## config.mk

```make
export PLATFORM = sky130hd
export DESIGN_NAME = id_ex_pipe
export DESIGN_NICKNAME = d
export VERILOG_FILES = /design/src/rtl/pipe_pkg.sv /design/src/rtl/md_seq.sv /design/src/rtl/id_ex_pipe.sv
export SDC_FILE = /design/constraint.sdc
export NUM_CORES = 1
export LEC_CHECK = 0
export BUFFER_PORTS_ARGS = -buffer_cell sky130_fd_sc_hd__buf_2
export CAP_MARGIN = 5
export CORE_MARGIN = 2
export CORE_UTILIZATION = 35
export DETAILED_ROUTE_END_ITERATION = 6
export HOLD_SLACK_MARGIN = 0.02
export PLACE_DENSITY_LB_ADDON = 0.05
export RECOVER_POWER = 100
export SYNTH_ARGS = -nofsm -noshare
export SYNTH_HDL_FRONTEND = slang
export SYNTH_HIERARCHICAL = 1
export SYNTH_SLANG_ARGS = --single-unit
export TNS_END_PERCENT = 20
```

## constraint.sdc

```tcl
create_clock -name i_clk -period 2.6 [get_ports i_clk]
set_clock_uncertainty 0.05 [all_clocks]
set_input_delay 0.52 -clock i_clk [delete_from_list [all_inputs] [get_ports i_clk]]
set_output_delay 0.52 -clock i_clk [all_outputs]
set_load 0.02 [all_outputs]
```

## src/rtl/pipe_pkg.sv

```systemverilog
// Shared types for the D->E pipeline boundary: sequencer state and
// the E-stage control bundle.
package pipe_pkg;

    typedef enum logic {
        RUN     = 1'b0,
        MD_BUSY = 1'b1
    } md_state_t;

    typedef struct packed {
        logic       regwrite;
        logic       memread;
        logic       memwrite;
        logic       alusrc;
        logic       md;
        logic [3:0] aluop;
    } e_ctrl_t;

    // A bubble carries no side effects: no register write, no memory access.
    localparam e_ctrl_t E_CTRL_BUBBLE = '0;

    // Width of the mult/div occupancy counter (MD_LAT up to 15).
    localparam int MD_CNT_W = 4;

endpackage

```

## src/rtl/md_seq.sv

```systemverilog
// Mult/div occupancy sequencer: keeps a mult/div resident in E for MD_LAT
// cycles and requests bubbles into E/M while it is busy.
module md_seq
    import pipe_pkg::*;
#(
    parameter int MD_LAT = 4
) (
    input  logic i_clk,
    input  logic i_rst_n,
    input  logic capture,
    input  logic is_md,
    input  logic stall_ext,
    input  logic flush,
    output logic busy,
    output logic bubble
);

    // Busy cycles after the capture edge; the last occupancy cycle is spent in RUN.
    localparam logic [MD_CNT_W-1:0] CNT_LOAD = MD_CNT_W'(MD_LAT - 1);

    md_state_t             state;
    logic [MD_CNT_W-1:0]   cnt;

    // State/counter update: flush aborts, external stall freezes, capture of a mult/div arms.
    always_ff @(posedge i_clk or negedge i_rst_n) begin
        if (!i_rst_n) begin
            state <= RUN;
            cnt   <= '0;
        end else if (flush) begin
            state <= RUN;
            cnt   <= '0;
        end else if (state == MD_BUSY) begin
            if (!stall_ext) begin
                if (cnt == MD_CNT_W'(1)) begin
                    state <= RUN;
                    cnt   <= '0;
                end else begin
                    cnt <= cnt - MD_CNT_W'(1);
                end
            end
        end else if (capture && is_md) begin
            state <= MD_BUSY;
            cnt   <= CNT_LOAD;
        end
    end

    assign busy   = (state == MD_BUSY);
    // While frozen by memory the E/M register is held too, so no bubble is pushed.
    assign bubble = busy & ~stall_ext;

endmodule

```

## src/rtl/id_ex_pipe.sv

```systemverilog
// ID/EX pipeline register with the D->E stall/flush policy. Captures decoded
// operands and control from D, presents them to E (including the forwarding
// unit's rs/rt addresses), and delegates mult/div occupancy to md_seq.
module id_ex_pipe
    import pipe_pkg::*;
#(
    parameter int DW     = 32,
    parameter int MD_LAT = 4
) (
    input  logic          i_clk,
    input  logic          i_rst_n,
    input  logic          i_validD,
    input  logic [4:0]    i_addr_rsD,
    input  logic [4:0]    i_addr_rtD,
    input  logic [4:0]    i_addr_rdD,
    input  logic [DW-1:0] i_data_rsD,
    input  logic [DW-1:0] i_data_rtD,
    input  logic [DW-1:0] i_immD,
    input  logic          i_con_regwriteD,
    input  logic          i_con_memreadD,
    input  logic          i_con_memwriteD,
    input  logic          i_con_alusrcD,
    input  logic          i_con_mdD,
    input  logic [3:0]    i_con_aluopD,
    input  logic          i_stall_ext,
    input  logic          i_flush,
    output logic [4:0]    o_addr_rs,
    output logic [4:0]    o_addr_rt,
    output logic [4:0]    o_addr_rd,
    output logic [DW-1:0] o_data_rs,
    output logic [DW-1:0] o_data_rt,
    output logic [DW-1:0] o_imm,
    output logic          o_con_regwrite,
    output logic          o_con_memread,
    output logic          o_con_memwrite,
    output logic          o_con_alusrc,
    output logic          o_con_md,
    output logic [3:0]    o_con_aluop,
    output logic          o_valid,
    output logic          o_stallF,
    output logic          o_stallD,
    output logic          o_bubbleM,
    output logic          o_md_busy
);

    logic    md_busy;
    logic    md_bubble;
    logic    hold;
    logic    capture;
    e_ctrl_t ctrl_d;
    e_ctrl_t ctrl_q;
    logic    valid_q;
    logic [4:0]    rs_q, rt_q, rd_q;
    logic [DW-1:0] data_rs_q, data_rt_q, imm_q;

    assign hold    = i_stall_ext | md_busy;
    // Flush takes precedence over any hold reason.
    assign capture = ~i_flush & ~hold;

    assign ctrl_d = '{
        regwrite: i_con_regwriteD,
        memread:  i_con_memreadD,
        memwrite: i_con_memwriteD,
        alusrc:   i_con_alusrcD,
        md:       i_con_mdD,
        aluop:    i_con_aluopD
    };

    md_seq #(
        .MD_LAT (MD_LAT)
    ) u_md_seq (
        .i_clk     (i_clk),
        .i_rst_n   (i_rst_n),
        .capture   (capture),
        .is_md     (i_validD & i_con_mdD),
        .stall_ext (i_stall_ext),
        .flush     (i_flush),
        .busy      (md_busy),
        .bubble    (md_bubble)
    );

    // E-stage register bank: flush loads a bubble, hold keeps, otherwise capture D.
    always_ff @(posedge i_clk or negedge i_rst_n) begin
        if (!i_rst_n) begin
            valid_q   <= 1'b0;
            ctrl_q    <= E_CTRL_BUBBLE;
            rs_q      <= '0;
            rt_q      <= '0;
            rd_q      <= '0;
            data_rs_q <= '0;
            data_rt_q <= '0;
            imm_q     <= '0;
        end else if (i_flush || (capture && !i_validD)) begin
            valid_q   <= 1'b0;
            ctrl_q    <= E_CTRL_BUBBLE;
            rs_q      <= '0;
            rt_q      <= '0;
            rd_q      <= '0;
            data_rs_q <= '0;
            data_rt_q <= '0;
            imm_q     <= '0;
        end else if (capture) begin
            valid_q   <= 1'b1;
            ctrl_q    <= ctrl_d;
            rs_q      <= i_addr_rsD;
            rt_q      <= i_addr_rtD;
            rd_q      <= i_addr_rdD;
            data_rs_q <= i_data_rsD;
            data_rt_q <= i_data_rtD;
            imm_q     <= i_immD;
        end
    end

    assign o_valid        = valid_q;
    assign o_addr_rs      = rs_q;
    assign o_addr_rt      = rt_q;
    assign o_addr_rd      = rd_q;
    assign o_data_rs      = data_rs_q;
    assign o_data_rt      = data_rt_q;
    assign o_imm          = imm_q;
    assign o_con_regwrite = ctrl_q.regwrite;
    assign o_con_memread  = ctrl_q.memread;
    assign o_con_memwrite = ctrl_q.memwrite;
    assign o_con_alusrc   = ctrl_q.alusrc;
    assign o_con_md       = ctrl_q.md;
    assign o_con_aluop    = ctrl_q.aluop;

    // A flushed D instruction is gone, so F/D must be free to refetch.
    assign o_stallF  = hold & ~i_flush;
    assign o_stallD  = hold & ~i_flush;
    assign o_bubbleM = md_bubble;
    assign o_md_busy = md_busy;

endmodule

```

==> metrics.txt, run 1 <==
status=finished, violations left; failing checks=max-capacitance violations, max-slew violations; Synth top area share=49.8%; Fin. Hold Viols=0; first-pass GRT wire length=30,200 µm; synthesized cell area=0.00633 mm²; R2R cell count=3; Vias=5,607; Final Cell Area=0.00800 mm²; Worst-path clk slew=0.06 ns; Total Routing Usage GR=19.3%; Finished Layout Cells=1,041; synth unique cells=29; FF/Latch Area=0.00316 mm²; Hold Crit Depth=2; cell total after placement=1,008; overall die height=138 µm; Routed WL=18,500 µm; GR Util met1=25.2%; Cells after Synth=601; min-delay worst type=input pin to register; clk sink count=126; hold endpoint=o_con_memread; worst slew pin tran=1.60 ns; Die Wd=138 µm; largest area contributor in the netlist=dfrtp_1; Initial Utilization=35.5%; CP Launch Type=register; area added between synthesis and finish=26.4%; asr flop ratio synth=100%; clock root buffer=clkbuf_16; final worst-path cycle share=89.9%; met2 Resource Use GR=30.9%; I/O pin cnt=250; Final Wtd Congestion=0.742; ys flop type=dfrtp_1; Core Area=0.0178 mm²; M3 GR Usage=5.72%; Clk Latency, worst-skew pair=0.41 ns; Avg WL per Cell=17.8 µm; worst-path maximum fanout=62; global route hottest layer=met2; Nets=926; 1st-iter DRT viols=361; layout cells sized above 1=20.9%; most instantiated library cell after synthesis=dfrtp_1; Crit Reg-Reg Startpoint=u_md_seq/busy; setup violators final=0; crit path capture type=primary output; die area=0.0192 mm²; setup_tns=0 ns; Pleak=3.22 nW; CP arrival=1.77 ns; Area after DPL=0.00764 mm²; Pwr Density=617 mW/mm²; n_diodes=0; port bufs=249; CTS tree=done; Clock Tree Buf Depth=2; FF-to-FF setup slack=0.37 ns; most instantiated cells after synthesis=dfrtp_1, a21oi_1, o21ai_1; Via density=5.39; relative max-transition margin=-6.72%; Yosys Warn Count=6; number of global-route vias before repair=5,680; Mapped Nets=728; Period minus WS final=2.34 ns; gr ovfl total=0; initial antenna violation count=0; WS Path Type=register to primary output; highest clock rate=428 MHz; max cap viols=1; Filler Cell Count=1,789; hold path start=i_flush; Seq/Total Area, Yosys=49.8%; Seq cells post-synth=126; Multi-input gate area=0.00277 mm²; DP Wirelength=11,500 µm; CTS buffer count=17; top cells by area, synth=dfrtp_1, nand4bb_1, a21oi_1; Core Rows=49; worst vdd ir=0.000439 V; max-slew violation count=25; # DRC=0; Initial DRT Pass Iterations=6; Final ANT Viol Nets=0; H-tree Lvls=4; number of flops mapped to enable cells by yosys=0; reg-to-reg endpoint=o_addr_rt[3]; CP required=2.03 ns; postcts setup bufs=0; largest net degree at the start of global routing=154; syn avg cell area=10.5 µm²; unrepaired setup endpoints after global routing=false
power by group:
group,internal (mW),switching (mW)
clock network,1.35,0.864
registers,2.04,0.0463
logic,0.236,0.403
total,3.62,1.31
how the worst max path moves through the flow:
stage | start | slack (ns) | endpoint | depth (start not counted)
finish | u_md_seq/busy | 0.26 | o_bubbleM | 3
global route | u_md_seq/busy | 0.12 | o_addr_rt[3] | 3
CTS | u_md_seq/busy | 0.32 | o_bubbleM | 3
detailed placement | u_md_seq/busy | 0.73 | u_md_seq/cnt[0] | 4
global placement | u_md_seq/busy | 0.75 | u_md_seq/cnt[0] | 4
floorplan | u_md_seq/busy | 0.29 | o_stallF | 6
per-layer routing:
metal	vias to the layer above	routed length (µm)
met4	0	286
met5	-	0
li1	2661	-
met3	21	1270
met1	2737	8180
met2	188	8810
critical path: stages, from the launching register on:
cell,delay [ns]
dfrtp_4,0.79
nand2b_2,0.16
inv_1,0.13
clkbuf_1,0.28
what timing repair did:
item | CTS | global route
hold buffers | 1 | 0
resized for setup | 0 | 0
hold endpoints to repair | 24 | 0
layout by cell type, fill, tap and decap left out, types with 4 or more instances in the layout:
cell type and count:
buf_4 5, clkinvlp_4 4, clkbuf_16 17, dfrtp_1 125, a21oi_1 123, clkinv_2 7
clkbuf_2 5, nand4bb_1 120, buf_2 120, clkbuf_1 127, o21ai_1 117, inv_1 4
o21ai_0 6
sequential cells by signal, indices dropped and copies added, names as in the netlist, 4 cells and up:
register      flops
o_data_rt        32
u_md_seq/cnt      4
o_imm            32
o_addr_rd         5
o_con_aluop       4
o_addr_rs         5
o_addr_rt         5
o_data_rs        32
cell type report:
cell class	count	share of cell area [%]
clock buffer	20	5.71
clock inverter	12	1.19
inverter	4	0.188
multi-input combinational	389	34.6
sequential	126	39.5
tap	229	3.58
timing repair buffer	261	15.2
stage by stage:
| step | utilization, % | worst slack (ns) | hold slack, ns | total power [mW] |
|---|---|---|---|---|
| final | 44.8 | 0.262 | 0.329 | 4.94 |
| after global routing | 44.8 | 0.120 | 0.318 | 5.17 |
| after CTS | 45.9 | 0.315 | 0.307 | 5.03 |
| after detailed placement | 42.8 | 0.734 | 0.421 | 2.79 |
| after global placement | 42.8 | 0.752 | 0.411 | 2.77 |
| after floorplan | - | 0.292 | 0.174 | 2.50 |
logic make-up (layout without fill, tap and decap cells):
kind of cell | after synthesis | after routing | synth area share (%)
buf+inv | 86 | 297 | 6.19
flops | 126 | 126 | 49.8
mux | 1 | 1 | 0.237
compound gates | 250 | 250 | 20.1
fa+ha+maj | 2 | 2 | 0.395
simple gates | 136 | 136 | 23.3
No activity file was read; power rests on OpenSTA's default activity.
==> inputs of run 2 (changes only) <==
--- a/config.mk
+++ b/config.mk
@@ -11,6 +11,7 @@
 export CORE_UTILIZATION = 35
 export DETAILED_ROUTE_END_ITERATION = 6
 export HOLD_SLACK_MARGIN = 0.02
+export MAX_ROUTING_LAYER = met4
 export PLACE_DENSITY_LB_ADDON = 0.05
 export RECOVER_POWER = 100
 export SYNTH_ARGS = -nofsm -noshare
==> run 2 against run 1 <==
Net effect: the flow still finishes with violations (max-capacitance violations, max-slew violations); largest power group unchanged; global-route usage is 0.61 points higher; critical path depth unchanged; non-clock buffer count is the same; hold slack lost 0.00082 ns; critical endpoint unchanged; clock power is essentially flat; first-iteration DRC count fell by 11%.
==> metrics.txt, run 2 (same netlist as run 1, synthesis figures left out) <==
DP Wirelength=11,500 µm (unchanged); die area=0.0192 mm² (unchanged); FF-to-FF setup slack=0.40 ns (+0.03 ns); # DRC=0 (unchanged); Pwr Density=617 mW/mm² (about the same); postcts setup bufs=0 (unchanged); CTS tree=done; Fin. Hold Viols=0 (unchanged); first-pass GRT wire length=30,200 µm (unchanged); max cap viols=1 (unchanged); worst slew pin tran=1.59 ns (-0.0102 ns); 1st-iter DRT viols=323 (-11%); H-tree Lvls=4 (unchanged); failing checks=max-capacitance violations, max-slew violations; switching share of power=26.5% (-0.055 points); Core Area=0.0178 mm² (unchanged); n_diodes=0 (unchanged); Sw Pwr=1.31 mW (-0.28%); unrepaired setup endpoints after global routing=false; most frequent cells in the layout=clkbuf_1, dfrtp_1, a21oi_1, nand4bb_1, buf_2; largest net degree at the start of global routing=154 (unchanged); worst vdd ir=0.000437 V (-0.41%); port bufs=249 (unchanged); min-delay worst type=input pin to register; Filler Cell Count=1,789 (unchanged); CTS buffer count=17 (unchanged); Via density=5.39 (about the same); clock power share=44.8% (about the same); gr ovfl total=0 (unchanged); Seq pwr share=42.2% (about the same); CP Launch Type=register; Pleak=3.22 nW (unchanged); Die Wd=138 µm (unchanged); Final Wtd Congestion=0.751 (+1.3%); Clock Tree Buf Depth=2 (unchanged); Initial Utilization=35.5% (unchanged); worst-path maximum fanout=62 (unchanged); cell total after placement=1,008 (unchanged); CP arrival=1.75 ns (-0.02 ns); relative max-transition margin=-6.04% (+0.68 points); area added between synthesis and finish=26.4% (unchanged); CP max stage delay=0.79 ns (about the same); final worst-path cycle share=89.3% (-0.60 points); clock root buffer=clkbuf_16; commonest non-fill, non-tap cell in the layout=clkbuf_1; Worst-path clk slew=0.06 ns (about the same); Tot Pwr=4.93 mW (about the same); crit path capture type=primary output; Vias=5,610 (+0.054%); overall die height=138 µm (unchanged); slowest cell on the critical path=dfrtp_4; Total Routing Usage GR=19.9% (+0.61 points); combinational power share=12.9% (about the same); Finished Layout Cells=1,041 (unchanged); Routed WL=18,400 µm (-0.57%); Initial DRT Pass Iterations=4 (-2); sequence of cells on the critical path=nand2b_2 > inv_1 > clkbuf_1; highest clock rate=431 MHz (+0.67%); CP required=2.03 ns (about the same); I/O pin cnt=250 (unchanged); Avg WL per Cell=17.7 µm (-0.57%); Clk Latency, worst-skew pair=0.41 ns (about the same); Nets=926 (unchanged); clk sink count=126 (unchanged); setup_tns=0 ns (unchanged); Period minus WS final=2.32 ns (-0.0155 ns); setup violators final=0 (unchanged); Final ANT Viol Nets=0 (unchanged); internal power=3.62 mW (about the same); initial antenna violation count=0 (unchanged); max-slew violation count=25 (unchanged); Core Rows=49 (unchanged); layout cells sized above 1=20.9% (unchanged); number of global-route vias before repair=5,682 (+0.035%); WS Path Type=register to primary output; status=finished, violations left
## run 2: path summary, 6_finish.rpt
kind,from,to,cells past startpoint
max,u_md_seq/busy,o_bubbleM,3
min in group asynchronous,i_rst_n,o_data_rt[27],2
min reg2reg,o_con_regwrite,o_con_regwrite,2
min,i_flush,o_con_memread,2
max in group asynchronous,i_rst_n,o_imm[2],3
max reg2reg,u_md_seq/busy,o_addr_rt[3],3
## run 2: through the flow
| step | setup slack, ns | hold slack (ns) | util, % | instance area [µm²] |
|---|---|---|---|---|
| after floorplan | 0.292 | 0.174 | - | 6330 |
| after global placement | 0.752 | 0.411 | 42.8 | 7640 |
| after detailed placement | 0.734 | 0.421 | 42.8 | 7640 |
| after CTS | 0.315 | 0.307 | 45.9 | 8200 |
| after global routing | 0.121 | 0.318 | 44.8 | 8000 |
| final | 0.278 | 0.328 | 44.8 | 8000 |
## run 2: repair_timing
action | 4_1_cts | 5_1_grt
endpoints found under the hold margin | 24 | 0
hold buffers | 1 | 0
resized for setup | 0 | 0
## run 2: area by class of cell
type | instances | area, µm² | share of cell area, %
multi-input combinational | 389 | 2770 | 34.6
timing repair buffer | 261 | 1220 | 15.2
clock inverter | 12 | 95.1 | 1.19
tap | 229 | 287 | 3.58
clock buffer | 20 | 457 | 5.71
inverter | 4 | 15.0 | 0.188
sequential | 126 | 3160 | 39.5
## run 2: power groups by stage
stage          combinational [mW]  sequential, mW  clock (mW)
2_1_floorplan               0.303            2.20           0
5_1_grt                     0.704            2.09        2.38
3_5_place_dp                0.672            2.11           0
4_1_cts                     0.674            2.08        2.27
6_report                    0.638            2.08        2.21
3_3_place_gp                0.661            2.11           0
## run 2: critical path, delay by kind of cell, from the launching register on
| kind | cells | cell delay (ns) |
|---|---|---|
| buffers and inverters | 2 | 0.40 |
| flip-flops | 1 | 0.79 |
| AND/OR/NAND/NOR | 1 | 0.15 |
## run 2: per-layer routing
layer / track usage [%] / vias to the layer above / part of all wire [%]
li1: - / 2664 / -
met4: 6.18 / 0 / 1.5
met1: 25.5 / 2742 / 44
met2: 31.0 / 185 / 48
met3: 5.23 / 19 / 6.8
met5: - / - / 0
